[src/rtl/key_loader_pkg.sv]
// key_loader_pkg: shared state encoding and default widths for the key loader.
package key_loader_pkg;
  localparam int KEY_W_DEF  = 128;
  localparam int BYTE_W_DEF = 8;
  localparam int NBYTES     = KEY_W_DEF / BYTE_W_DEF;
  typedef enum logic [1:0] {IDLE, LOAD, PEND} state_t;
endpackage

[src/rtl/key_shadow_reg.sv]
// key_shadow_reg: byte-addressable shadow register with clear; exposes its next value.
module key_shadow_reg
  import key_loader_pkg::*;
#(
  parameter int KEY_W  = KEY_W_DEF,
  parameter int BYTE_W = BYTE_W_DEF,
  localparam int NB    = KEY_W / BYTE_W,
  localparam int IW    = $clog2(NB)
) (
  input  logic              clk,
  input  logic              rst_n,
  input  logic              clr,
  input  logic              we,
  input  logic [IW-1:0]     idx,
  input  logic [BYTE_W-1:0] data,
  output logic [KEY_W-1:0]  nxt
);
  logic [KEY_W-1:0] q;
  for (genvar i = 0; i < NB; i++) begin : g_byte
    assign nxt[i*BYTE_W +: BYTE_W] = clr ? '0 :
                                     (we && idx == IW'(i)) ? data : q[i*BYTE_W +: BYTE_W];
  end
  always_ff @(posedge clk or negedge rst_n)
    if (!rst_n) q <= '0;
    else q <= nxt;
endmodule

[src/rtl/key_loader.sv]
// key_loader: byte-stream key assembly with atomic commit, lock and zeroize; KEY_LOADER_PARITY_EN adds in_par/par_err.
module key_loader
  import key_loader_pkg::*;
#(
  parameter int KEY_W  = KEY_W_DEF,
  parameter int BYTE_W = BYTE_W_DEF
) (
  input  logic              clk,
  input  logic              rst_n,
  input  logic [BYTE_W-1:0] in_data,
  input  logic              in_sof,
  input  logic              in_valid,
  output logic              in_ready,
  input  logic              key_lock,
  input  logic              key_clr,
`ifdef KEY_LOADER_PARITY_EN
  input  logic              in_par,
  output logic              par_err,
`endif
  output logic [KEY_W-1:0]  key,
  output logic              key_valid,
  output logic              key_upd
);
  localparam int NB = KEY_W / BYTE_W;
  localparam int IW = $clog2(NB);
  state_t           state, state_nxt;
  logic [IW-1:0]    idx, idx_nxt, widx;
  logic             acc, par_ok, we, commit;
  logic [KEY_W-1:0] shadow_nxt;
  assign in_ready = (state != PEND) && !key_clr;
  assign acc      = in_valid && in_ready;
`ifdef KEY_LOADER_PARITY_EN
  assign par_ok = ^{in_data, in_par};
`else
  assign par_ok = 1'b1;
`endif
  always_comb begin
    state_nxt = state;
    idx_nxt   = idx;
    widx      = idx;
    we        = 1'b0;
    commit    = 1'b0;
    if (key_clr) begin
      state_nxt = IDLE;
      idx_nxt   = '0;
    end else if (state == PEND) begin
      commit    = !key_lock;
      state_nxt = key_lock ? PEND : IDLE;
    end else if (acc && !par_ok) begin
      state_nxt = IDLE;
      idx_nxt   = '0;
    end else if (acc && in_sof) begin
      we        = 1'b1;
      widx      = '0;
      idx_nxt   = IW'(1);
      state_nxt = LOAD;
    end else if (acc && state == LOAD) begin
      we = 1'b1;
      // Last byte of the frame: commit now unless locked, then park in PEND.
      if (idx == IW'(NB - 1)) begin
        idx_nxt   = '0;
        commit    = !key_lock;
        state_nxt = key_lock ? PEND : IDLE;
      end else begin
        idx_nxt = idx + 1'b1;
      end
    end
  end
  key_shadow_reg #(.KEY_W(KEY_W), .BYTE_W(BYTE_W)) u_shadow (
    .clk   (clk),
    .rst_n (rst_n),
    .clr   (key_clr),
    .we    (we),
    .idx   (widx),
    .data  (in_data),
    .nxt   (shadow_nxt)
  );
  always_ff @(posedge clk or negedge rst_n)
    if (!rst_n) begin
      state     <= IDLE;
      idx       <= '0;
      key       <= '0;
      key_valid <= 1'b0;
      key_upd   <= 1'b0;
    end else begin
      state     <= state_nxt;
      idx       <= idx_nxt;
      key_upd   <= commit && !key_clr;
      key       <= key_clr ? '0 : commit ? shadow_nxt : key;
      key_valid <= !key_clr && (commit || key_valid);
    end
`ifdef KEY_LOADER_PARITY_EN
  always_ff @(posedge clk or negedge rst_n)
    if (!rst_n) par_err <= 1'b0;
    else par_err <= acc && !par_ok;
`endif
endmodule
[config.mk]
export PLATFORM = sky130hd
export DESIGN_NAME = key_loader
export DESIGN_NICKNAME = d
export VERILOG_FILES = /design/src/rtl/key_loader_pkg.sv /design/src/rtl/key_shadow_reg.sv /design/src/rtl/key_loader.sv
export SDC_FILE = /design/constraint.sdc
export NUM_CORES = 1
export LEC_CHECK = 0
export BUFFER_PORTS_ARGS = -buffer_cell sky130_fd_sc_hd__buf_4
export CORE_MARGIN = 2
export CORE_UTILIZATION = 35
export CTS_CLUSTER_SIZE = 25
export DETAILED_ROUTE_END_ITERATION = 12
export GPL_TIMING_DRIVEN = 0
export PLACE_DENSITY = 0.57
export SLEW_MARGIN = 5
export SYNTH_ARGS = -nofsm -noshare
export SYNTH_HDL_FRONTEND = slang
export SYNTH_HIERARCHICAL = 1
export SYNTH_SLANG_ARGS = --single-unit
[constraint.sdc]
create_clock -name clk -period 4.4 [get_ports clk]
set_clock_uncertainty 0.1 [all_clocks]
set_input_delay 0.66 -clock clk [delete_from_list [all_inputs] [get_ports clk]]
set_output_delay 0.66 -clock clk [all_outputs]
set_load 0.02 [all_outputs]
==> impl_metrics.env, run 1 <==
export IMPL_outcome="completed"
export IMPL_period_share=0.605
export IMPL_utilization=0.442
export IMPL_ys_flop_type="dfrtp_1"
export IMPL_cp_start_kind="register"
export IMPL_fmax_mhz=376
export IMPL_htreeDepth=1
export IMPL_hold_ws_ns=0.258
export IMPL_vias=6807
export IMPL_drive_gt1_frac=0.267
export IMPL_grt_pass1_vias=7096
export IMPL_clockRootBuffer="clkbuf_16"
export IMPL_dr_wl_met2_mm=12.8
export IMPL_design_area_mm2=0.0134
export IMPL_clk_latency_ns=0.55
export IMPL_num_fill_cells=2778
export IMPL_numCtsBuffers=30
export IMPL_grt_pass1_wl_mm=43.5
export IMPL_synthCells=785
export IMPL_synth_nets=800
export IMPL_wl_per_cell_um=20.3
export IMPL_timing_rr_start="state[0]"
export IMPL_post_route_drc_count=0
export IMPL_ff2ff_path_depth=8
export IMPL_hpwl_mm=18.2
export IMPL_top_layer="met4"
export IMPL_antenna_found_initial=0
export IMPL_final_setup_tns_ns=0
export IMPL_p_leak_uw=0.00725
export IMPL_r2r_slack_ns=1.74
export IMPL_die_area_mm2=0.0320
export IMPL_grt_max_degree=116
export IMPL_place_area_mm2=0.0124
export IMPL_r2r_end="key[15]"
export IMPL_critPathArrivalTime_ns=3.05
export IMPL_max_cap_viol_count=0
export IMPL_diodes=0
export IMPL_crit_fanout=8
export IMPL_hold_class="input port to register"
export IMPL_yosysWarnings=6
export IMPL_async_flop_share=1.00
export IMPL_stdcell_count=1381
export IMPL_viasPerCell=4.93
export IMPL_clock_path_buffers=3
export IMPL_initial_core_util=0.353
export IMPL_grt_overflow=0
export IMPL_ys_types=40
export IMPL_drt_total_wl_mm=28.0
export IMPL_synth_area_mm2=0.0107
export IMPL_critical_path_required_ns=4.79
export IMPL_drtAntennaViolNets=0
export IMPL_path_class="register to register"
export IMPL_place_gp_congestion=0.739
export IMPL_clock_sinks=264
export IMPL_placedCellCount=1327
export IMPL_nets=979
export IMPL_p_per_area_mw_per_mm2=392
export IMPL_holdPathStages=2
export IMPL_io_pins=145
export IMPL_clk_pin_slew_ns=0.06
export IMPL_drt_first_pass_iters=4
export IMPL_relSlewSlack=0.448
export IMPL_slew_violations=0
export IMPL_worst_pin_slew_ns=0.828
export IMPL_avgSynthCellArea_um2=13.7
export IMPL_synth_edf_count=0
export IMPL_grtUsageTotal=0.179
export IMPL_cts_tree="built"
export IMPL_die_width_um=179
export IMPL_finalCriticalPeriod_ns=2.66
export IMPL_row_count=64
export IMPL_synth_seq_area_share=0.616
export IMPL_rsz0062_at_grt="false"
export IMPL_ir_worst_vdd_uv=248
export IMPL_io_buffers=144
export IMPL_finalHoldViolations=0
export IMPL_end_kind="register"
export IMPL_ys_ff_latch=264
export IMPL_wl_met1_mm=13.3
export IMPL_drtIter0Drc=410
export IMPL_setup_viol=0
export IMPL_coreArea_mm2=0.0303
export IMPL_chipHeight_um=179
export IMPL_hold_path_end="state[1]"
export IMPL_synthToLayoutAreaGrowth_pct=25.0
export IMPL_wl_met3_mm=1.53
export IMPL_postCtsSetupBuffers=0
export IMPL_holdCritStartpoint="key_clr"
-- synthesized netlist by cell type, types with 2 or more instances --
master	number	share of area
a21o_1	2	0.0014
a21oi_1	4	0.0019
a22o_1	131	0.11
and3b_2	2	0.0019
buf_2	27	0.013
buf_4	12	0.0084
buf_6	3	0.0032
clkbuf_1	22	0.0077
clkbuf_4	2	0.0014
dfrtp_1	264	0.62
inv_1	3	0.0011
mux2i_1	130	0.12
nand2_1	2	0.00070
nand2_2	6	0.0035
nand2_4	6	0.0063
nand2b_1	136	0.079
nand3_4	2	0.0033
nand4_1	2	0.0012
nor2b_1	8	0.0047
-- cells in the final DEF (no fill, tap or decap), drive strengths merged, types with 3 or more instances in the layout --
master  instances
a21oi           4
buf           188
dfrtp         264
clkinv          7
mux2i         130
bufinv          5
inv             3
clkbuf         65
a22o          131
nor2b           8
nand2          14
and3b           3
nand3           4
nand2b        136
and3            3
-- flip-flops by register name (all words and copies together) (netlist names) --
register,flops
idx,4
key,128
key_upd,1
key_valid,1
state,2
u_shadow/q,128
-- where the power goes --
part	internal (uW)	switching [uW]	total, uW
registers	2430	3.90	2440
logic	60.9	154	215
clock network	1620	981	2600
total	4120	1140	5260
-- cell type report --
type / count / area [um2] / share of cell area
Buffer: 67 / 362 / 0.0270
Clock buffer: 40 / 840 / 0.0626
Clock inverter: 13 / 196 / 0.0147
Inverter: 3 / 11.3 / 0.000840
Multi-Input combinational cell: 451 / 3740 / 0.279
Sequential cell: 264 / 6610 / 0.493
Tap cell: 396 / 495 / 0.0370
Timing Repair Buffer: 147 / 1150 / 0.0860
-- what timing repair did --
item / 4_1_cts / 5_1_grt
hold buffers: 1 / 0
resized for setup: 0 / 0
endpoints found under the hold margin: 58 / 0
-- stage by stage --
step / total power (uW) / worst slack (ns)
finish: 5260 / 1.74
global route: 5450 / 1.63
CTS: 5330 / 1.73
detailed placement: 2700 / 1.36
global placement: 2690 / 0.294
floorplan: 2580 / 1.95
-- how the worst max path moves through the flow --
stage | endpoint | start | slack [ns]
floorplan | key[120] | in_valid | 1.95
global placement | key_upd | rst_n | 0.29
detailed placement | key[51] | key_clr | 1.36
CTS | key[15] | state[0] | 1.73
global route | key[15] | state[0] | 1.63
finish | key[15] | state[0] | 1.74
-- worst max-delay path: stages, from the launching register on --
cell and delay (ns):
dfrtp_1 0.45, nor2b_1 0.21, and3b_1 0.29, nor2b_1 0.30, and3b_2 0.25, clkbuf_4 0.19, nand2_4 0.18, mux2i_1 0.43
a22o_1 0.22
-- cell families (layout without fill, tap and decap cells) --
| group | after synthesis | count (layout) | share of synthesized area |
|---|---|---|---|
| multiplexers | 130 | 130 | 0.121 |
| AND/OR/NAND/NOR | 176 | 176 | 0.111 |
| flip-flops | 264 | 264 | 0.616 |
| adder cells (fa/ha/maj) | 1 | 1 | 0.00117 |
| buffers and inverters | 70 | 270 | 0.0348 |
| AO/OA/AOI/OAI | 144 | 144 | 0.116 |
-- per-layer routing --
metal,global-route usage,vias up
met1,0.259,3474
met2,0.277,168
met3,0.0354,32
met5,0,-
li1,-,3133
met4,0.0379,0
Note: power is estimated with default switching activity, not from simulation.
==> run 2, diff against run 1 <==
- PLACE_DENSITY: 0.57 -> 0.59
- clock period: 4.4 -> 2.2 ns (I/O delays scaled with it)
==> run 2 against run 1 <==
Compared with the run above:
- the flow now finishes with violations (negative setup slack)
- global-route usage about the same
- final cell count increased by 1.4%
- die area unchanged
- sequential power increased by 100%
- power increased by 100%
- non-clock buffer count increased by 21
==> impl_metrics.env, run 2 (synthesis results as in run 1) <==
export IMPL_place_gp_congestion=0.735
export IMPL_crit_fanout=8
export IMPL_finalCriticalPeriod_ns=2.29
export IMPL_drt_total_wl_mm=28.2
export IMPL_end_kind="register"
export IMPL_htreeDepth=1
export IMPL_io_buffers=144
export IMPL_critical_path_required_ns=2.52
export IMPL_max_cap_viol_count=0
export IMPL_diodes=0
export IMPL_die_width_um=179
export IMPL_drtIter0Drc=395
export IMPL_wl_per_cell_um=20.1
export IMPL_die_area_mm2=0.0320
export IMPL_antenna_found_initial=0
export IMPL_vias=6886
export IMPL_rsz0062_at_grt="true"
export IMPL_final_setup_tns_ns=-3.57
export IMPL_cp_start_kind="register"
export IMPL_clockRootBuffer="clkbuf_16"
export IMPL_power_uw=10600
export IMPL_initial_core_util=0.353
export IMPL_worst_pin_slew_ns=0.682
export IMPL_grt_pass1_wl_mm=43.6
export IMPL_hpwl_mm=18.2
export IMPL_place_area_mm2=0.0124
export IMPL_relSlewSlack=0.545
export IMPL_synthToLayoutAreaGrowth_pct=31.8
export IMPL_row_count=64
export IMPL_violations="negative setup slack"
export IMPL_drt_first_pass_iters=5
export IMPL_layout_commonest_cell="dfrtp_1"
export IMPL_period_share=1.04
export IMPL_setup_viol=105
export IMPL_viasPerCell=4.92
export IMPL_clock_sinks=264
export IMPL_clock_path_buffers=3
export IMPL_hold_class="input port to register"
export IMPL_chipHeight_um=179
export IMPL_cts_tree="built"
export IMPL_ir_worst_vdd_uv=594
export IMPL_slew_violations=0
export IMPL_clk_latency_ns=0.53
export IMPL_post_route_drc_count=0
export IMPL_final_cell_mix="262 x dfrtp_1, 170 x buf_4, 136 x nand2b_1, 131 x a22o_1, 87 x mux2i_1"
export IMPL_p_leak_uw=0.00717
export IMPL_grt_overflow=0
export IMPL_finalHoldViolations=0
export IMPL_design_area_mm2=0.0141
export IMPL_p_per_area_mw_per_mm2=749
export IMPL_numCtsBuffers=28
export IMPL_clk_pin_slew_ns=0.06
export IMPL_pre_cts_slack_ns=-0.582
export IMPL_drtAntennaViolNets=0
export IMPL_grt_pass1_vias=7231
export IMPL_fmax_mhz=437
export IMPL_path_class="register to register"
export IMPL_critPathArrivalTime_ns=2.61
export IMPL_largestRegisters="key x128, u_shadow/q x128, idx x4"
export IMPL_grt_max_degree=115
export IMPL_drive_gt1_frac=0.337
export IMPL_coreArea_mm2=0.0303
export IMPL_nets=998
export IMPL_outcome="finished with violations"
export IMPL_fin_ws_ns=-0.0889
export IMPL_grtUsageTotal=0.179
export IMPL_io_pins=145
[run 2: worst paths after layout]
kind                       startpoint   endpoint  slack [ns]  cells past startpoint
setup / recovery             state[0]    key[63]       -0.09                      8
hold / removal               key_lock   state[1]        0.05                      3
setup reg to reg             state[0]    key[63]       -0.09                      8
hold reg to reg             key_valid  key_valid        0.39                      1
max in group asynchronous       rst_n     idx[0]        0.40                      4
min in group asynchronous       rst_n    key[21]        0.22                      2
[run 2: power by group]
group | switching, uW | internal (uW) | total (uW)
Sequential | 7.03 | 4870 | 4870
Combinational | 332 | 149 | 481
Clock | 1930 | 3300 | 5230
[run 2: metal layers]
metal / global-route usage / wire length [um] / up-vias
li1: - / - / 3185
met3: 0.0373 / 1480 / 38
met2: 0.283 / 12900 / 167
met5: 0 / 0 / -
met1: 0.256 / 13300 / 3496
met4: 0.0325 / 507 / 0
[run 2: timing repair]
action | in CTS | in global routing
setup endpoints to repair | 256 | 140
setup buffers | 13 | 8
hold endpoints to repair | 69 | 0
pin swaps | 7 | 8
hold buffers | 2 | 0
gates resized for setup | 60 | 46
[run 2: critical path, cell delays in order (launching register included)]
cell	delay, ns
dfrtp_2	0.43
nor2b_4	0.13
and3b_2	0.30
nor2b_4	0.18
and3b_2	0.22
clkbuf_16	0.17
nand3_4	0.19
mux2i_2	0.23
a22o_1	0.23
[run 2: stage by stage]
stage                     hold slack, ns  cells  utilization
after floorplan                  -0.0656    785            -
after global placement             0.368   1325        0.405
after detailed placement           0.223   1327        0.407
after CTS                         0.0179   1392        0.456
after global routing              0.0605   1400        0.466
final                             0.0456   1400        0.466
[run 2: layout make-up]
type                    count  area [um2]
multi-input cells         451        4200
well taps                 396         495
clock buffers              38         820
flip-flops and latches    264        6610
plain buffers              66         423
repair buffers            169        1360
fillers                  2752       16200
clock inverters            13         218
inverters                   3        11.3
